[config.mk]
export PLATFORM = sky130hd
export DESIGN_NAME = mult_unit_x
export DESIGN_NICKNAME = d
export VERILOG_FILES = /design/src/rtl/mult_unit_x.sv
export SDC_FILE = /design/constraint.sdc
export NUM_CORES = 1
export LEC_CHECK = 0
export ABC_AREA = 1
export CORE_MARGIN = 2
export CORE_UTILIZATION = 42
export CTS_CLUSTER_DIAMETER = 200
export DETAILED_ROUTE_END_ITERATION = 7
export PLACE_DENSITY = 0.59
export SETUP_SLACK_MARGIN = 0.4
export SLEW_MARGIN = 20
export SYNTH_ARGS = -nofsm -noshare
export SYNTH_HDL_FRONTEND = slang
export SYNTH_SLANG_ARGS = --single-unit
export TNS_END_PERCENT = 20
[constraint.sdc]
create_clock -name clk -period 2.8 [get_ports clk]
set_input_delay 0.7 -clock clk [delete_from_list [all_inputs] [get_ports clk]]
set_output_delay 0.7 -clock clk [all_outputs]
set_load 0.05 [all_outputs]
[src/rtl/mult_unit_x.sv]
// Iterative signed shift-add multiplier for the execute stage.
// Freezes the front of the pipeline while a MULT is in flight.
module mult_unit_x #(
    parameter int DATA_W         = 32,
    parameter int BITS_PER_CYCLE = 1,
    parameter int REG_ADDR_W     = 5
) (
    input  logic                  clk,
    input  logic                  rst,
    input  logic                  start_X,
    input  logic                  flush_X,
    input  logic [DATA_W-1:0]     rs_data_X,
    input  logic [DATA_W-1:0]     rt_data_X,
    input  logic [REG_ADDR_W-1:0] dest_reg_X,
    output logic                  stall_mult,
    output logic                  busy,
    output logic                  result_valid,
    output logic [DATA_W-1:0]     result_lo,
    output logic [DATA_W-1:0]     result_hi,
    output logic [REG_ADDR_W-1:0] result_reg
);

    localparam int N  = DATA_W / BITS_PER_CYCLE;
    localparam int CW = $clog2(N + 1);
    localparam int PW = 2 * DATA_W;

    typedef enum logic [1:0] {
        IDLE,
        BUSY,
        DONE
    } state_t;

    state_t                state;
    logic [CW-1:0]         cnt;
    logic [PW-1:0]         mcand;
    logic [PW-1:0]         acc;
    logic [PW-1:0]         acc_nxt;
    logic [PW-1:0]         prod;
    logic [DATA_W-1:0]     mplier;
    logic [DATA_W-1:0]     rs_abs;
    logic [DATA_W-1:0]     rt_abs;
    logic                  sign;
    logic [REG_ADDR_W-1:0] dest;
    logic                  go;

    // Magnitudes fit DATA_W bits unsigned, so the most-negative value is exact.
    assign rs_abs = rs_data_X[DATA_W-1] ? (~rs_data_X + 1'b1) : rs_data_X;
    assign rt_abs = rt_data_X[DATA_W-1] ? (~rt_data_X + 1'b1) : rt_data_X;

    assign go = start_X && !flush_X;

    always_comb begin
        acc_nxt = acc;
        for (int i = 0; i < BITS_PER_CYCLE; i++) begin
            if (mplier[i])
                acc_nxt = acc_nxt + (mcand << i);
        end
    end

    assign prod = sign ? (~acc_nxt + 1'b1) : acc_nxt;

    always_ff @(posedge clk or negedge rst) begin
        if (!rst) begin
            state      <= IDLE;
            cnt        <= '0;
            mcand      <= '0;
            acc        <= '0;
            mplier     <= '0;
            sign       <= 1'b0;
            dest       <= '0;
            result_lo  <= '0;
            result_hi  <= '0;
            result_reg <= '0;
        end else begin
            unique case (state)
                IDLE: begin
                    if (go) begin
                        state  <= BUSY;
                        cnt    <= '0;
                        acc    <= '0;
                        mcand  <= {{DATA_W{1'b0}}, rs_abs};
                        mplier <= rt_abs;
                        sign   <= rs_data_X[DATA_W-1] ^ rt_data_X[DATA_W-1];
                        dest   <= dest_reg_X;
                    end
                end
                BUSY: begin
                    if (flush_X) begin
                        state <= IDLE;
                        cnt   <= '0;
                    end else begin
                        acc    <= acc_nxt;
                        mcand  <= mcand << BITS_PER_CYCLE;
                        mplier <= mplier >> BITS_PER_CYCLE;
                        cnt    <= cnt + 1'b1;
                        if (cnt == CW'(N - 1)) begin
                            state      <= DONE;
                            cnt        <= '0;
                            result_hi  <= prod[PW-1:DATA_W];
                            result_lo  <= prod[DATA_W-1:0];
                            result_reg <= dest;
                        end
                    end
                end
                default: state <= IDLE;
            endcase
        end
    end

    assign busy         = (state != IDLE);
    assign result_valid = (state == DONE) && !flush_X;
    assign stall_mult   = rst && !flush_X &&
                          ((state == IDLE && start_X) || state == BUSY);

endmodule

# Word level (Yosys, flattened, before mapping)
# Cells that the tools add are included.
[op_classes] n_addsub=5 n_mul=0 n_div=0 order_cmp=0 n_eq_ne=6 n_shift=0 n_mux=21 n_bitwise=5 n_reduce_logical=15
[op_table] cell="two-way mux 64 bit" n=6
[op_table] cell="case mux 64 bit (2 select lines)" n=2
[op_table] cell="two-way mux 32 bit" n=4
[op_table] cell="adder 32 x 1 -> 32 bit, second input constant" n=2
[op_table] cell="adder 64 x 1 -> 64 bit, second input constant" n=1
[op_table] cell="adder 64 bit" n=1
[op_table] cell="NOT 32 bit" n=2
[op_table] cell="NOT 64 bit" n=1
[op_table] cell="case mux 32 bit (2 select lines)" n=1
[op_table] cell="two-way mux 6 bit" n=3
[op_table] cell="case mux 6 bit (2 select lines)" n=1
[op_table] cell="adder 6 x 1 -> 6 bit, second input constant" n=1
[op_table] cell="== test 6 x 5 -> 1 bit, second input constant" n=1
[op_table] cell="two-way mux 2 bit" n=3
[op_table] cell="AND reduction 2 bit" n=3
[op_table] cell="AND reduction 3 bit" n=2
[op_table] cell="logical AND 1 bit" n=5
[op_table] cell="inequality test 2 bit, second input constant" n=2
[op_table] cell="case mux 2 bit (2 select lines)" n=1
[op_table] cell="nonzero test 2 bit" n=2
[op_table] cell="inequality test 3 bit, second input constant" n=1
[op_table] cell="== test 2 x 1 -> 1 bit, second input constant" n=1
[op_table] cell="== test 2 bit, second input constant" n=1
[op_table] cell="zero test 2 bit" n=1
[op_table] cell="4 further kinds" n=4
[totals] regBits=243 latch_bits=0 ramBits=0 rom_bits=0 inputBits=73 output_inout_bits=72 wordCells=62 n_memories=0

# Longest topological paths before layout
# Gate-level depths: netlist of the first run.
[depth] ltp_word=5 depth_mapped=26 depth_no_buf=26

# Worst setup path after synthesis of the first run
# No wires, ideal clock.
[synth_path] kind="in2out" from="input port flush_X" to="output port stall_mult" t_arrival_ns=2.498 t_required_ns=2.100 path_slack_ns=-0.398 stages=7 path_buffers=2 cell_sequence="nor2_1 > inv_1 > nand2_1 > inv_2 > buf_1 > buf_1 > nor2_1"
[synth_via] elab_chain_len=3
[synth_lines] element="start: declaration" line_no="11" source="input logic flush_X,"
[synth_lines] element="zero test 1 bit" line_no="112" source="assign stall_mult = rst && !flush_X &&"
[synth_lines] element="logical AND 1 bit (2 in a row)" line_no="112"
[synth_lines] element="end: declaration" line_no="15" source="output logic stall_mult,"
# Every way passes these cells.

# Final worst setup path of the first run
[layout_path] from="register acc[0]" to="register result_hi[20]"
[layout_via] elab_chain_len=5
[layout_lines] element="start: declaration" line_no="36" source="logic [PW-1:0] acc;"
[layout_lines] element="start signal: assignment" line_no="92" source="acc <= acc_nxt;"
[layout_lines] element="adder 64 bit" line_no="56" source="acc_nxt = acc_nxt + (mcand << i);"
[layout_lines] element="two-way mux 64 bit (*)" line_no="55" source="if (mplier[i])"
[layout_lines] element="NOT 64 bit" line_no="60" source="assign prod = sign ? (~acc_nxt + 1'b1) : acc_nxt;"
[layout_lines] element="adder 64 x 1 -> 64 bit" line_no="60"
[layout_lines] element="two-way mux 64 bit (*)" line_no="60"
[layout_lines] element="end signal: assignment" line_no="99" source="result_hi <= prod[PW-1:DATA_W];"
[layout_lines] element="end: declaration" line_no="19" source="output logic [DATA_W-1:0] result_hi,"
# Mark *: on every way between the ends. The rest lies on a longest branch, timed or not.
# A chain may end at the register's enable or synchronous reset.

==> results.tsv, run 1 <==
metric	value	unit
initial core utilization	42.3	%
Synth Area per Inst	6.07	µm²
P_sw	10800	µW
dpl cells	4466	
die area	0.0494	mm²
skew final	0.0242	ns
io pins	145	
final setup violation count	51	
top-count cell post-synth	nand2_1	
cell internal pwr	13400	µW
routed via count	23400	
Max Slew Vio Count	0	
Critical Path Start Type	flop	
Area Overhead vs Synth	50.6	%
CTS tree	done	
# DRC	0	
Max FO, Critical Path	4	
CP required	3.30	ns
main flop type after synthesis	dfrtp_1	
Total Wirelength	81700	µm
Tcrit/Tclk final	116	%
Min Hold Slack	0.180	ns
Peak VDD IR	607	µV
final weighted congestion in routability-driven placement	0.962	
H-tree lvl count	2	
multi-input logic area	0.0142	mm²
row cnt	80	
share of the synthesized area in the top cell type	30.4	%
CORE AREA	0.0473	mm²
initial antenna violation count	0	
RSZ-0062 raised after global routing	true	
Sequential Power Share	19.7	%
largest net degree at the start of global routing	157	
Setup WS pre-CTS	-0.870	ns
Via density	5.12	
fin worst setup slack	-0.453	ns
Gate Count Post-Synth	3296	
max_slew headroom	25.0	%
flip-flop and latch area	0.00610	mm²
PD cells	802	mW/mm²
synth cell count leaders	1242 x nand2_1, 532 x inv_1, 243 x dfrtp_1	
Post-Synthesis Cell Area	0.0200	mm²
fin nets	4082	
Clock Sinks	243	
post-synth net total	3437	
fin cells	4579	
maximum clock rate	0.307	GHz
die height	222	µm
sequential share of the synthesized area	30.4	%
switching part of the total power	44.7	%
top post-synthesis cells by area	dfrtp_1 30%, nand2_1 23%, inv_1 10%	
Yosys reg bits	243	
leakage	0.0158	µW
vias in the first global route	23800	
drt wl/cell	17.8	µm
Critical Path End Type	flop	
post-route ant nets	0	
Hold Vio Cnt, Final	0	
crit path DAT	3.75	ns
CTS Buffer Depth	3	
IO Port Bufs	144	
CTS clock-pin slew for the worst setup and hold paths	0.07	ns
global-route wire length before repair	127000	µm
layout cells sized above 1	31.6	%
filler cell count	4424	
distinct cell type count of the synthesized netlist	56	
Largest regs	acc (64), mcand (64)	
CTS Root Cell	clkbuf_16	
max cap viols	0	
initial DRC count	1312	
Worst Hold Class	input pin to async pin	
first-pass detailed-route iteration total	5	
Post-synth EDFFs	0	
Inserted Diodes	0	
Slew @ Worst Pin	1.13	ns
HPWL after detailed placement	61900	µm
synth warn	0	
Min Clock Period, post-route	3.25	ns
status	finished with violations	
Skew-Pair Late Insertion Delay	0.57	ns
Setup CP Type	flop to flop	
Yosys top cell by area	dfrtp_1	
failing checks	negative setup slack	
setup TNS	-15.89	ns
Clock Power Share	19.8	%
Die Wd	222	µm
Synth async-reset ratio	100	%
combinational power share	60.5	%
total grt overflow	0	
cts bufs inserted	34	
GRT Overall Usage	32.8	%
-- power by group through the flow --
stage,logic [µW],registers (µW),clock network (µW)
2_1_floorplan,6190,4400,0
3_3_place_gp,11700,4600,0
6_report,14600,4760,4790
4_1_cts,13400,4730,4850
3_5_place_dp,11800,4620,0
5_1_grt,15900,4800,4990
-- routing by layer --
metal	global-route usage [%]	share of wire (%)	routed length (µm)
met5	0	0	0
met4	24.0	8.2	6730
met3	3.43	3.9	3190
met2	57.9	49	40100
met1	36.7	39	31700
-- final timing paths --
check	depth (start not counted)	slack, ns	to	startpoint
hold reg to reg	2	0.47	result_hi[16]	result_hi[16]
min in group clk	2	0.47	result_hi[16]	result_hi[16]
max in group asynchronous	2	1.64	result_hi[24]	rst
hold / removal	2	0.18	acc[29]	rst
setup reg to reg	22	-0.45	result_hi[20]	acc[0]
setup / recovery	22	-0.45	result_hi[20]	acc[0]
-- critical path, cell delays in order, from the launching register on --
cell,delay (ns)
dfrtp_1,0.37
ha_2,0.20
inv_2,0.04
fa_2,0.55
nand2_2,0.07
o21ai_4,0.08
ha_2,0.22
inv_2,0.05
nor2_4,0.07
nand3_2,0.08
nor2_2,0.14
nand2_2,0.09
nor2_4,0.16
nand3_2,0.12
nor2_4,0.14
nand3_4,0.11
inv_2,0.08
nand2_4,0.09
o21ai_4,0.22
nand2_1,0.09
nand2_1,0.07
nand3_2,0.07
nand2_1,0.06
-- cell type report --
type / count / area share, %
clock inverters: 19 / 1.01
inverters: 554 / 6.97
well taps: 615 / 2.55
flip-flops and latches: 243 / 20.2
repair buffers: 701 / 19.1
clock buffers: 40 / 3.03
multi-input cells: 2407 / 47.1
-- layout by cell type, fill, tap and decap left out, types with 7 or more instances in the layout --
cell type	synthesis	final
a21oi_1	96	76
a21oi_2	1	17
buf_12	0	12
buf_4	2	523
buf_6	1	23
clkbuf_16	0	34
clkdlybuf4s50_1	0	60
dfrtp_1	243	226
dfrtp_2	0	17
dlygate4sd2_1	0	72
ha_1	67	18
ha_4	0	47
inv_1	532	499
inv_2	18	45
nand2_1	1242	1051
nand2_2	25	179
nand2_4	0	36
nand3_1	203	143
nand3_2	13	51
nand3_4	1	23
nand4_1	30	30
nor2_1	229	116
nor2_2	39	89
nor2_4	6	69
nor3_1	33	22
nor3_2	3	7
nor3_4	0	7
o211ai_1	12	12
o21ai_0	211	165
o21ai_1	10	43
o21ai_2	4	12
o221ai_1	10	10
o22ai_1	66	66
xnor2_1	16	14
xor2_1	38	36
-- per-stage QoR --
stage / power (µW) / cell area (µm²) / utilization, %
finish: 24200 / 30100 / 63.7
global route: 25600 / 30100 / 63.7
CTS: 23000 / 29100 / 61.5
detailed placement: 16400 / 25800 / 54.5
global placement: 16300 / 25800 / 54.5
floorplan: 10600 / 20100 / -
-- what timing repair did --
item	CTS	global route
hold buffers	1	0
endpoints found under the setup margin	207	136
setup buffers	34	19
gates resized for setup	538	272
pin swaps	144	141
gates cloned	0	0
hold endpoints to repair	4	0
-- cell families after synthesis --
family                   count (synthesis)  synth area share [%]
buffers and inverters                  646                  12.3
AND/OR/NAND/NOR                       1851                  38.6
AO/OA/AOI/OAI                          434                  12.1
adder cells (fa/ha/maj)                 68                  4.29
flip-flops                             243                  30.4
XOR/XNOR                                54                  2.36
Power figures use the tool's default switching activity.
==> inputs of run 2 (changes only) <==
- CTS_CLUSTER_SIZE: not set -> 25
==> run 2 against run 1 <==
The run still ends with negative setup slack left. Final cell count is 0.74% lower. Via count decreased by 0.74%. Register-to-register slack better by 0.02 ns. Critical endpoint is now result_lo[26]. Largest cell class unchanged. Largest power group unchanged.
==> results.tsv, run 2 (synthesized netlist as in run 1, its figures left out) <==
metric	value	unit	change
post-route ant nets	0		unchanged
largest net degree at the start of global routing	157		unchanged
CP required	3.21	ns	was 3.30 ns
io pins	145		unchanged
global-route wire length before repair	125000	µm	was 127000 µm
Critical Path End Type	flop		unchanged
vias in the first global route	23600		was 23.8k
max_slew headroom	44.1	%	was 25.0%
leakage	0.0155	µW	was 0.0158 µW
r2r endpoint	result_lo[26]		was result_hi[20]
status	finished with violations		unchanged
Inserted Diodes	0		unchanged
RSZ-0062 raised after global routing	true		unchanged
CTS tree	done		unchanged
first-pass detailed-route iteration total	6		was 5
row cnt	80		unchanged
Slew @ Worst Pin	0.837	ns	was 1.13 ns
fin worst setup slack	-0.436	ns	was -0.453 ns
maximum clock rate	0.309	GHz	was 0.307 GHz
CORE AREA	0.0473	mm²	unchanged
Clock Sinks	243		unchanged
HPWL after detailed placement	61900	µm	unchanged
Worst Setup SP	acc[0]		unchanged
routed via count	23300		was 23.4k
Max Slew Vio Count	0		unchanged
Sequential Power Share	22.0	%	was 19.7%
# DRC	0		unchanged
Hold Vio Cnt, Final	0		unchanged
initial DRC count	1282		was 1312
Die Wd	222	µm	unchanged
Skew-Pair Late Insertion Delay	0.54	ns	was 0.57 ns
final weighted congestion in routability-driven placement	0.962		unchanged
initial core utilization	42.3	%	unchanged
filler cell count	4537		was 4424
die height	222	µm	unchanged
CTS Root Cell	clkbuf_16		unchanged
final setup violation count	50		was 51
reg2reg setup slack	-0.44	ns	was -0.45 ns
total grt overflow	0		unchanged
Tcrit/Tclk final	116	%	about the same
utilization after layout	61.8	%	was 63.7%
max cap viols	0		unchanged
switching part of the total power	47.3	%	was 44.7%
cell internal pwr	11400	µW	was 13400 µW
GRT Overall Usage	32.1	%	was 32.8%
crit path cell chain	ha_2 -> inv_2 -> fa_2 -> nand2_2 -> o21ai_2 -> ha_2 -> inv_2 -> nor2_4 -> nand3_2 -> nor2_2 -> nand2_2 -> nor2_4 -> nand2_2 -> nor2_4 -> nand3_4 -> buf_4 -> buf_4 -> o21ai_1 -> xnor2_1 -> o21ai_1		was ha_2 -> inv_2 -> fa_2 -> nand2_2 -> o21ai_4 -> ha_2 -> inv_2 -> nor2_4 -> nand3_2 -> nor2_2 -> nand2_2 -> nor2_4 -> nand3_2 -> nor2_4 -> nand3_4 -> inv_2 -> nand2_4 -> o21ai_4 -> nand2_1 -> nand2_1 -> nand3_2 -> nand2_1
combinational power share	67.9	%	was 60.5%
PD cells	737	mW/mm²	was 802 mW/mm²
Total Wirelength	80400	µm	was 81700 µm
IO Port Bufs	144		unchanged
Min Clock Period, post-route	3.24	ns	was 3.25 ns
layout cells sized above 1	30.4	%	was 31.6%
Largest regs	acc (64), mcand (64)		unchanged
H-tree lvl count	1		was 2
crit path DAT	3.65	ns	was 3.75 ns
initial antenna violation count	0		unchanged
Max FO, Critical Path	4		unchanged
die area	0.0494	mm²	unchanged
reg-to-reg critical path startpoint	acc[0]		unchanged
CP max stage delay	0.52	ns	was 0.55 ns
CTS clock-pin slew for the worst setup and hold paths	0.12	ns	was 0.07 ns
CTS Buffer Depth	3		unchanged
Worst Hold Class	input pin to async pin		unchanged
most common cell after layout, fill and taps aside	nand2_1		unchanged
failing checks	negative setup slack		unchanged
cts bufs inserted	13		was 34
drt wl/cell	17.7	µm	was 17.8 µm
Clock Power Share	10.1	%	was 19.8%
Critical Path Start Type	flop		unchanged
Area Overhead vs Synth	46.1	%	was 50.6%
Pwr Total	21500	µW	was 24200 µW
CP max-delay cell	fa_2		unchanged
Via density	5.12		about the same
fin nets	4070		was 4082
Peak VDD IR	596	µV	was 607 µV
Min Hold Slack	0.145	ns	was 0.180 ns
crit path to	result_lo[26]		was result_hi[20]
skew final	0.0353	ns	was 0.0242 ns
P_sw	10200	µW	was 10800 µW
Setup CP Type	flop to flop		unchanged
R2R depth	20		was 22
commonest non-fill, non-tap cells in the layout	1062 x nand2_1, 545 x buf_4, 503 x inv_1		was 1051 x nand2_1, 523 x buf_4, 499 x inv_1
-- run 2: worst max-delay path, delay by kind of cell (launching register included) --
family                     cells  cell delay [ns]
buffers and inverters          4             0.37
xor gates and xnor gates       1             0.18
AOI/OAI and AO/OA              3             0.30
and+or+nand+nor                9             0.95
adders and majority gates      3             0.93
DFF                            1             0.38
-- run 2: through the flow --
stage / instance area, µm² / setup slack, ns / TNS, ns / cells
final: 29200 / -0.436 / -14.94 / 4545
after floorplan: 20100 / -0.0201 / -0.0248 / 3296
after global placement: 25800 / -0.817 / -42.55 / 4466
after detailed placement: 25800 / -0.870 / -44.09 / 4466
after CTS: 28000 / -0.427 / -15.17 / 4516
after global routing: 29200 / -0.652 / -26.26 / 4545
-- run 2: worst min-delay path by stage --
stage | from | to | depth (start not counted)
after detailed placement | result_hi[16] | result_hi[16] | 2
after CTS | rst | acc[29] | 2
final | rst | mcand[43] | 2
after global routing | rst | mcand[36] | 2
after global placement | mplier[16] | mplier[16] | 2
after floorplan | rst | acc[0] | 0
-- run 2: area by class of cell --
type                            count  area, µm²  share of cell area (%)
Tap cell                          615        769                    2.63
Clock inverter                      2       17.5                  0.0599
Clock buffer                       14        329                    1.13
Multi-Input combinational cell   2407      14100                    48.2
Timing Repair Buffer              710       5830                    19.9
Sequential cell                   243       6100                    20.9
Inverter                          554       2090                    7.15
-- run 2: power by group through the flow --
| stage | logic, µW | registers (µW) | clock network (µW) |
|---|---|---|---|
| 3_3_place_gp | 11700 | 4600 | 0 |
| 6_report | 14600 | 4740 | 2170 |
| 3_5_place_dp | 11800 | 4620 | 0 |
| 5_1_grt | 15900 | 4780 | 2300 |
| 2_1_floorplan | 6190 | 4400 | 0 |
| 4_1_cts | 13400 | 4710 | 2230 |
-- run 2: what timing repair did --
action | CTS | global route
pin swaps | 129 | 130
gates resized for setup | 479 | 293
hold endpoints to repair | 4 | 0
buffers inserted | 33 | 28
hold buffers | 1 | 0
endpoints found under the setup margin | 199 | 140
-- run 2: metal layers --
layer / global-route usage [%] / vias to the layer above / share of wire (%)
li1: - / 11600 / -
met1: 36.6 / 10900 / 39
met2: 56.7 / 568 / 49
met3: 2.71 / 206 / 3.3
met4: 22.8 / 0 / 8.4
met5: 0 / - / 0
==> inputs of run 3 (changes only) <==
- ABC_CLOCK_PERIOD_IN_PS: not set -> 2800
==> results of run 3 <==
The final DEF is identical to that of run 2; final timing and power are the same.
